File: src/rtl/hack_cpu_ctrl_if.sv
// Bus between the Hack CPU controller and its ROM, data RAM and external ALU.
// Handshake: the controller raises instr_req (ready) in FETCH. The environment
// raises instr_valid with the word. The word transfers on a clock edge where both are high.
interface hack_cpu_ctrl_if;
  logic [15:0] instruction;
  logic        instr_valid;
  logic        instr_req;
  logic [14:0] pc;
  logic [15:0] inM;
  logic [15:0] outM;
  logic        writeM;
  logic [14:0] addressM;
  logic [5:0]  operation;
  logic [15:0] x;
  logic [15:0] y;
  logic [15:0] out;
  logic        zr;
  logic        ng;
  logic [15:0] areg;
  logic [15:0] dreg;
  logic        halted;
  logic [1:0]  fsm_state;

  modport master (
    input  instruction, instr_valid, inM, out, zr, ng,
    output instr_req, pc, outM, writeM, addressM, operation, x, y,
           areg, dreg, halted, fsm_state
  );

  modport slave (
    output instruction, instr_valid, inM, out, zr, ng,
    input  instr_req, pc, outM, writeM, addressM, operation, x, y,
           areg, dreg, halted, fsm_state
  );
endinterface

File: src/rtl/hack_cpu_ctrl.sv
// Hack CPU control path: two-cycle fetch/execute over an external ALU.
// A self-loop jump parks the controller in HALT until reset.
module hack_cpu_ctrl (
  input  logic             clk,
  input  logic             reset,
  hack_cpu_ctrl_if.master  bus
);

  typedef enum logic [1:0] {
    FETCH = 2'd0,
    EXEC  = 2'd1,
    HALT  = 2'd2
  } state_e;

  state_e      state_q, state_d;
  logic [15:0] ir_q, ir_d;
  logic [15:0] a_q, a_d;
  logic [15:0] d_q, d_d;
  logic [14:0] pc_q, pc_d;
  logic        halted_q, halted_d;
  logic        req_q, req_d;
  logic        wr_q, wr_d;

  logic [14:0] pc_inc;
  logic        jump;

  assign pc_inc = pc_q + 15'd1;
  assign jump   = ir_q[15] & ((ir_q[2] & bus.ng) | (ir_q[1] & bus.zr) |
                              (ir_q[0] & ~bus.ng & ~bus.zr));

  always_comb begin
    state_d  = state_q;
    ir_d     = ir_q;
    a_d      = a_q;
    d_d      = d_q;
    pc_d     = pc_q;
    halted_d = halted_q;
    req_d    = req_q;
    wr_d     = 1'b0;
    unique case (state_q)
      FETCH: begin
        if (req_q && bus.instr_valid) begin
          ir_d    = bus.instruction;
          state_d = EXEC;
          req_d   = 1'b0;
          // writeM is registered so it is high for exactly the EXEC cycle
          wr_d    = bus.instruction[15] & bus.instruction[3];
        end else begin
          req_d   = 1'b1;
        end
      end
      EXEC: begin
        if (!ir_q[15]) begin
          a_d     = ir_q;
          pc_d    = pc_inc;
          state_d = FETCH;
          req_d   = 1'b1;
        end else begin
          if (ir_q[5]) a_d = bus.out;
          if (ir_q[4]) d_d = bus.out;
          // Jump target and self-loop test use A from before this cycle's write
          pc_d = jump ? a_q[14:0] : pc_inc;
          if (jump && (a_q[14:0] == pc_q)) begin
            state_d  = HALT;
            halted_d = 1'b1;
            req_d    = 1'b0;
          end else begin
            state_d  = FETCH;
            req_d    = 1'b1;
          end
        end
      end
      HALT: begin
        req_d = 1'b0;
      end
      default: begin
        state_d = FETCH;
      end
    endcase
  end

  always_ff @(posedge clk or posedge reset) begin
    if (reset) begin
      state_q  <= FETCH;
      ir_q     <= 16'd0;
      a_q      <= 16'd0;
      d_q      <= 16'd0;
      pc_q     <= 15'd0;
      halted_q <= 1'b0;
      req_q    <= 1'b0;
      wr_q     <= 1'b0;
    end else begin
      state_q  <= state_d;
      ir_q     <= ir_d;
      a_q      <= a_d;
      d_q      <= d_d;
      pc_q     <= pc_d;
      halted_q <= halted_d;
      req_q    <= req_d;
      wr_q     <= wr_d;
    end
  end

  assign bus.instr_req = req_q;
  assign bus.pc        = pc_q;
  assign bus.outM      = bus.out;
  assign bus.writeM    = wr_q;
  assign bus.addressM  = a_q[14:0];
  assign bus.operation = ir_q[11:6];
  assign bus.x         = d_q;
  assign bus.y         = ir_q[12] ? bus.inM : a_q;
  assign bus.areg      = a_q;
  assign bus.dreg      = d_q;
  assign bus.halted    = halted_q;
  assign bus.fsm_state = state_q;

endmodule

File: src/flat_wrapper.sv
// flat-port wrapper written by rule: the top's interface ports become plain ports
module hack_cpu_ctrl_flat 
  (clk, reset, bus_instruction, bus_instr_valid, bus_inM, bus_out, bus_zr, bus_ng, bus_instr_req, bus_pc, bus_outM, bus_writeM, bus_addressM, bus_operation, bus_x, bus_y, bus_areg, bus_dreg, bus_halted, bus_fsm_state);
  hack_cpu_ctrl_if bus_i ();
  input  logic clk;
  input  logic reset;
  input wire logic [$bits(bus_i.instruction)-1:0] bus_instruction;
  input wire logic [$bits(bus_i.instr_valid)-1:0] bus_instr_valid;
  input wire logic [$bits(bus_i.inM)-1:0] bus_inM;
  input wire logic [$bits(bus_i.out)-1:0] bus_out;
  input wire logic [$bits(bus_i.zr)-1:0] bus_zr;
  input wire logic [$bits(bus_i.ng)-1:0] bus_ng;
  output wire logic [$bits(bus_i.instr_req)-1:0] bus_instr_req;
  output wire logic [$bits(bus_i.pc)-1:0] bus_pc;
  output wire logic [$bits(bus_i.outM)-1:0] bus_outM;
  output wire logic [$bits(bus_i.writeM)-1:0] bus_writeM;
  output wire logic [$bits(bus_i.addressM)-1:0] bus_addressM;
  output wire logic [$bits(bus_i.operation)-1:0] bus_operation;
  output wire logic [$bits(bus_i.x)-1:0] bus_x;
  output wire logic [$bits(bus_i.y)-1:0] bus_y;
  output wire logic [$bits(bus_i.areg)-1:0] bus_areg;
  output wire logic [$bits(bus_i.dreg)-1:0] bus_dreg;
  output wire logic [$bits(bus_i.halted)-1:0] bus_halted;
  output wire logic [$bits(bus_i.fsm_state)-1:0] bus_fsm_state;
  assign bus_i.instruction = bus_instruction;
  assign bus_i.instr_valid = bus_instr_valid;
  assign bus_i.inM = bus_inM;
  assign bus_i.out = bus_out;
  assign bus_i.zr = bus_zr;
  assign bus_i.ng = bus_ng;
  assign bus_instr_req = bus_i.instr_req;
  assign bus_pc = bus_i.pc;
  assign bus_outM = bus_i.outM;
  assign bus_writeM = bus_i.writeM;
  assign bus_addressM = bus_i.addressM;
  assign bus_operation = bus_i.operation;
  assign bus_x = bus_i.x;
  assign bus_y = bus_i.y;
  assign bus_areg = bus_i.areg;
  assign bus_dreg = bus_i.dreg;
  assign bus_halted = bus_i.halted;
  assign bus_fsm_state = bus_i.fsm_state;
  hack_cpu_ctrl u_core (.clk(clk), .reset(reset), .bus(bus_i));
endmodule
File: config.mk
export PLATFORM = sky130hd
export DESIGN_NAME = hack_cpu_ctrl_flat
export DESIGN_NICKNAME = d
export VERILOG_FILES = /design/src/rtl/hack_cpu_ctrl_if.sv /design/src/rtl/hack_cpu_ctrl.sv /design/src/flat_wrapper.sv
export SDC_FILE = /design/constraint.sdc
export NUM_CORES = 1
export LEC_CHECK = 0
export BUFFER_PORTS_ARGS = -buffer_cell sky130_fd_sc_hd__buf_2
export CAP_MARGIN = 20
export CORE_AREA = 2 2 93 95
export CTS_BUF_LIST = sky130_fd_sc_hd__clkbuf_4 sky130_fd_sc_hd__clkbuf_8
export CTS_CLUSTER_DIAMETER = 60
export DETAILED_ROUTE_END_ITERATION = 12
export DIE_AREA = 0 0 95 97
export PLACE_DENSITY = 0.87
export SYNTH_ARGS = -nofsm -noshare
export SYNTH_HDL_FRONTEND = slang
export SYNTH_SLANG_ARGS = --single-unit
File: constraint.sdc
create_clock -name clk -period 2.6 [get_ports clk]
set_clock_uncertainty 0.2 [all_clocks]
set_input_delay 0.13 -clock clk [delete_from_list [all_inputs] [get_ports clk]]
set_output_delay 0.13 -clock clk [all_outputs]
set_load 0.1 [all_outputs]
==> summary.txt, run 1 <==
Outcome
  – Status: completed

Placement
  – DP Worst Slack: 651.5 ps
  – DPL Wire Length: 7.616 mm
  – Cells after DPL: 599
  – Port Buffers: 173
  – RD Place Congestion: 0.8924

Route
  – Met3 wire length: 668 µm
  – Metal1 wirelength: 4.317 mm
  – Routed vias: 3,431
  – DRT iter0 DRCs: 149
  – WL final: 11.01 mm
  – Average wire per standard cell: 16.99 µm
  – Antenna-violating nets left: 0
  – DRC viols: 0
  – Drt first pass iters: 5
  – Top Layer Used: met4
  – Routed length on met2: 5.897 mm
  – Vias/cell: 5.295

Clock network
  – TritonCTS Buffers: 9
  – Root Driver: clkbuf_8
  – CTS tree: done
  – Post-CTS setup buffer count: 0
  – H-tree depth: 3
  – Clk_lat worst skew: 350 ps
  – Clock Sinks: 68
  – Clk buf depth: 2
  – Clock transition at path regs: 70 ps

Layout
  – Commonest non-fill, non-tap cell in the layout: buf_2
  – Most frequent cells in the layout: buf_2 (173), dfrtp_1 (68), mux2_2 (46)
  – Filler cells: 679
  – Layout Cells excl Fill: 648
  – Ant. Diodes: 0
  – Share of layout cells above drive strength 1: 46.59%
  – Post-Route Utilization: 61.81%
  – Nets: 597
  – Layout area overhead: 28.53%

Critical path
  – Top Family by Delay on Critical Path: flip-flops
  – Slowest cell on the critical path: dfrtp_1
  – CP required: 2270 ps
  – Critical path class: reg2out
  – Crit start category: register
  – Crit path max fanout: 20
  – Crit-path max cell delay: 920 ps
  – CP arrival: 2000 ps
  – Crit end category: primary output
  – Flop-to-flop setup slack: 610 ps
  – CP cell instances: mux2_2 > buf_2
  – Buf/Inv on CP: 1

Timing
  – Final worst slack: 271.0 ps
  – Slew at the pin closest to its max-slew limit: 876.0 ps
  – Fmax: 429.4 MHz
  – Fin Setup TNS: 0 ps
  – Slew HR: 41.60%
  – Endpoints failing hold: 0
  – Max-slew violations: 0
  – Final min period: 2329 ps
  – Final setup viols: 0
  – Final worst path period share: 89.58%
  – Setup repair after global routing missed its margin: false

Synthesis
  – Post-synth EDFFs: 0
  – Synth Cell Area: 0.003911 mm²
  – Syn nets: 442
  – Mapped Cells: 384
  – Post-synth top area share: 43.51%
  – Yosys Warn Count: 0
  – Leading area contributor after synthesis: dfrtp_1
  – Post-synthesis sequential area ratio: 43.51%
  – Area contributors post-synth: dfrtp_1 (44%), mux2_2 (13%), buf_4 (10%), o21ai_0 (4.6%), nand2_1 (4.1%)
  – Ys flop type: dfrtp_1
  – Seq cells post-synth: 68
  – Yosys cell types: 41
  – Mean post-synth cell area: 10.19 µm²
  – Async SR Flop Fraction: 100.0%

Die
  – Chip width: 95 µm
  – Die Ht: 97 µm
  – Initial Util: 48.08%
  – FP Rows: 33
  – Die Area: 0.009215 mm²
  – Placeable Area: 0.008134 mm²
  – Ports: 174

Global route
  – Antenna violations before repair: 0
  – First-pass GRT wire length: 17.21 mm
  – GRT Overall Usage: 24.11%
  – Largest net degree at the start of global routing: 31
  – Vias in the first global route: 3,383
  – Grt total ovfl: 0

Flow run
  – Max Cap Viol: 0

Worst hold path
  – Hold Path Class: in2reg
## sequential cells by signal, summed over array words and instances, names as in the netlist
name,flops
u_core.bus.areg,16
u_core.bus.dreg,16
u_core.bus.fsm_state,2
u_core.bus.halted,1
u_core.bus.instr_req,1
u_core.bus.pc,15
u_core.bus.writeM,1
u_core.ir_q,16
## worst register-to-register path: cells and delay by family (launching register included)
kind,cells,cell delay (ps)
buffers and inverters,3,610
AOI/OAI and AO/OA,2,380
DFF,1,430
adders and majority gates,1,290
## Yosys cell counts, types with 4 or more instances
master    number
a21oi_1       19
buf_2         11
buf_4         54
clkbuf_1       6
dfrtp_1       68
ha_1           5
inv_1          8
mux2_2        46
mux2i_1       14
nand2_1       43
nand3_1       10
nand4_1        5
nor2_1         9
o21ai_0       36
o22ai_1        4
xnor2_1       12
## per-layer routing
metal / track usage, % / up-vias
met5: 0 / -
met4: 6.912 / 0
met3: 4.206 / 14
met2: 42.33 / 151
met1: 30.01 / 1677
li1: - / 1589
## stage by stage
stage          instance area [µm²]  hold slack [ps]
5_1_grt                       5027            23.54
4_1_cts                       5027            7.514
3_5_place_dp                  4497           -11.64
2_1_floorplan                 3919            37.86
3_3_place_gp                  4497           -21.50
6_report                      5027            15.26
## kinds of logic after synthesis
kind of cell / Yosys count / synth area share (%)
simple gates: 83 / 10.78
buf+inv: 79 / 13.12
compound gates: 74 / 10.81
flops: 68 / 43.51
mux: 60 / 16.83
xor+xnor: 15 / 3.359
fa+ha+maj: 5 / 1.599
## final timing paths
check / startpoint / to / cells after the start
min in group asynchronous: reset / u_core.ir_q[11] / 3
max in group asynchronous: reset / u_core.bus.dreg[7] / 4
worst min-delay path: bus_instr_valid / u_core.bus.instr_req / 3
worst max-delay path: u_core.ir_q[12] / bus_y[8] / 2
worst min register to register: u_core.bus.halted / u_core.bus.halted / 1
worst max register to register: u_core.bus.fsm_state[1] / u_core.bus.pc[11] / 6
## cell type report
cell class / count / area [µm²] / share of cell area [%]
Multi-Input combinational cell: 237 / 1708 / 33.97
Sequential cell: 68 / 1702 / 33.85
Clock inverter: 5 / 52.55 / 1.045
Inverter: 8 / 30.03 / 0.5973
Tap cell: 105 / 131.4 / 2.613
Clock buffer: 10 / 137.6 / 2.738
Timing Repair Buffer: 215 / 1266 / 25.19
## what timing repair did
action,in CTS,in global routing
resized for setup,0,0
setup endpoints to repair,0,0
hold endpoints to repair,72,0
hold buffers,34,0
Power of run 1 is left out: the tool's default activity adds up to more than one toggle a clock period on the data nets, which glitch-free logic cannot reach.
==> run 2, diff against run 1 <==
- CORE_AREA: 2 2 93 95 -> 2 2 103 85
- DIE_AREA: 0 0 95 97 -> 0 0 105 87
- PLACE_DENSITY: 0.87 -> 0.88
==> run 2 against run 1 <==
  * Final cell count grew 1.2%
  * Flip-flop and latch count is the same
  * Global-route usage shrank 0.41 points
  * Cell area grew 1.4%
  * Critical path depth is the same
  * Die area shrank 0.87%
  * Routed wire length shrank 2.8%
==> summary.txt, run 2 (same netlist as run 1, synthesis figures left out) <==
Outcome
  – Status: completed (unchanged)

Clock network
  – TritonCTS Buffers: 9 (unchanged)
  – Post-CTS setup buffer count: 0 (unchanged)
  – Clock Sinks: 68 (unchanged)
  – CTS tree: done (unchanged)
  – Root Driver: clkbuf_8 (unchanged)
  – H-tree depth: 3 (unchanged)
  – Clock transition at path regs: 70 ps (about the same)
  – Clk_lat worst skew: 340 ps (was 350 ps)
  – Clk buf depth: 2 (unchanged)

Route
  – Routed vias: 3,428 (was 3,431)
  – Drt first pass iters: 4 (was 5)
  – Average wire per standard cell: 16.31 µm (was 16.99 µm)
  – Vias/cell: 5.226 (was 5.295)
  – WL final: 10.70 mm (was 11.01 mm)
  – Antenna-violating nets left: 0 (unchanged)
  – DRT iter0 DRCs: 126 (was 149)
  – DRC viols: 0 (unchanged)

Die
  – FP Rows: 30 (was 33)
  – Placeable Area: 0.008183 mm² (was 0.008134 mm²)
  – Die Ht: 87 µm (was 97 µm)
  – Initial Util: 47.80% (was 48.08%)
  – Die Area: 0.009135 mm² (was 0.009215 mm²)
  – Ports: 174 (unchanged)
  – Chip width: 105 µm (was 95 µm)

Critical path
  – Critical path class: reg2out (unchanged)
  – CP required: 2270 ps (about the same)
  – Crit start category: register (unchanged)
  – Crit end category: primary output (unchanged)
  – Reg-to-reg startpoint: u_core.bus.pc[0] (was u_core.bus.fsm_state[1])
  – CP arrival: 1910 ps (was 2000 ps)
  – FF-to-FF End: u_core.bus.pc[12] (was u_core.bus.pc[11])
  – Worst r2r path cells: 6 (unchanged)
  – Flop-to-flop setup slack: 510 ps (was 610 ps)
  – Crit path max fanout: 20 (unchanged)

Worst hold path
  – Hold Path Class: in2async (was in2reg)

Layout
  – Commonest non-fill, non-tap cell in the layout: buf_2 (unchanged)
  – Most frequent cells in the layout: buf_2 (173), dfrtp_1 (68), mux2_2 (46) (unchanged)
  – Share of layout cells above drive strength 1: 46.51% (was 46.59%)
  – Nets: 597 (unchanged)
  – Layout area overhead: 30.29% (was 28.53%)
  – Post-Route Utilization: 62.28% (was 61.81%)
  – Ant. Diodes: 0 (unchanged)

Global route
  – Largest net degree at the start of global routing: 42 (was 31)
  – Antenna violations before repair: 0 (unchanged)
  – Vias in the first global route: 3,373 (was 3,383)
  – First-pass GRT wire length: 17.02 mm (was 17.21 mm)
  – GRT Overall Usage: 23.71% (was 24.11%)
  – Grt total ovfl: 0 (unchanged)

Placement
  – DPL Wire Length: 7.531 mm (was 7.616 mm)
  – RD Place Congestion: 0.8014 (was 0.8924)
  – Port Buffers: 173 (unchanged)

Timing
  – Final setup viols: 0 (unchanged)
  – Fmax: 446.9 MHz (was 429.4 MHz)
  – Endpoints failing hold: 0 (unchanged)
  – Slew at the pin closest to its max-slew limit: 955.9 ps (was 876.0 ps)
  – Final worst path period share: 86.07% (was 89.58%)
  – Max-slew violations: 0 (unchanged)
  – Fin Setup TNS: 0 ps (unchanged)
  – Setup repair after global routing missed its margin: false (unchanged)
  – Final min period: 2238 ps (was 2329 ps)
  – Slew HR: 36.27% (was 41.60%)

Flow run
  – Max Cap Viol: 0 (unchanged)
## run 2: cell count changes in the layout (fill, tap and decap cells not counted)
cell	before	now
clkinv_2	3	0
buf_4	8	6
buf_12	0	1
bufinv_16	1	2
clkbuf_8	10	11
clkinv_4	0	1
clkinvlp_4	1	2
dlygate4sd3_1	34	35
## run 2: layer usage
| layer | global-route usage (%) | wire length (µm) | up-vias |
|---|---|---|---|
| met2 | 41.15 | 5481 | 131 |
| met4 | 6.182 | 82 | 0 |
| met1 | 29.52 | 4431 | 1688 |
| li1 | - | - | 1601 |
| met3 | 6.582 | 705 | 8 |
| met5 | 0 | 0 | - |
## run 2: layout make-up
type,instances,area [µm²]
Clock buffer,11,151.4
Multi-Input combinational cell,237,1708
Fill cell,681,3087
Tap cell,112,140.1
Sequential cell,68,1702
Inverter,8,30.03
Timing Repair Buffer,215,1281
Clock inverter,5,83.83
## run 2: what timing repair did
item,in CTS,in global routing
gates resized for setup,0,0
hold buffers,35,0
hold endpoints to repair,77,0
## run 2: worst max-delay path, stage by stage (launching register included)
cell and delay (ps):
dfrtp_1 860, mux2_2 290, buf_2 420
## run 2: worst max-delay path by stage
stage                             from           endpoint  slack (ps)
6_report               u_core.ir_q[12]          bus_y[12]         360
5_1_grt                u_core.ir_q[12]          bus_y[10]         260
4_1_cts                u_core.ir_q[12]          bus_y[12]         350
3_5_place_dp          u_core.bus.pc[0]  u_core.bus.pc[12]         570
3_3_place_gp          u_core.bus.pc[0]  u_core.bus.pc[12]         650
2_1_floorplan  u_core.bus.fsm_state[0]     u_core.ir_q[0]          90
## run 2: per-stage QoR
step / worst slack, ps / instances / cell area (µm²) / hold WS [ps]
floorplan: 85.56 / 384 / 3919 / 37.86
global placement: 645.5 / 605 / 4511 / 31.66
detailed placement: 565.7 / 605 / 4511 / 51.58
CTS: 350.7 / 656 / 5096 / 226.7
global route: 257.3 / 656 / 5096 / 243.5
finish: 362.2 / 656 / 5096 / 216.8
Power of run 2 is left out for the same reason.
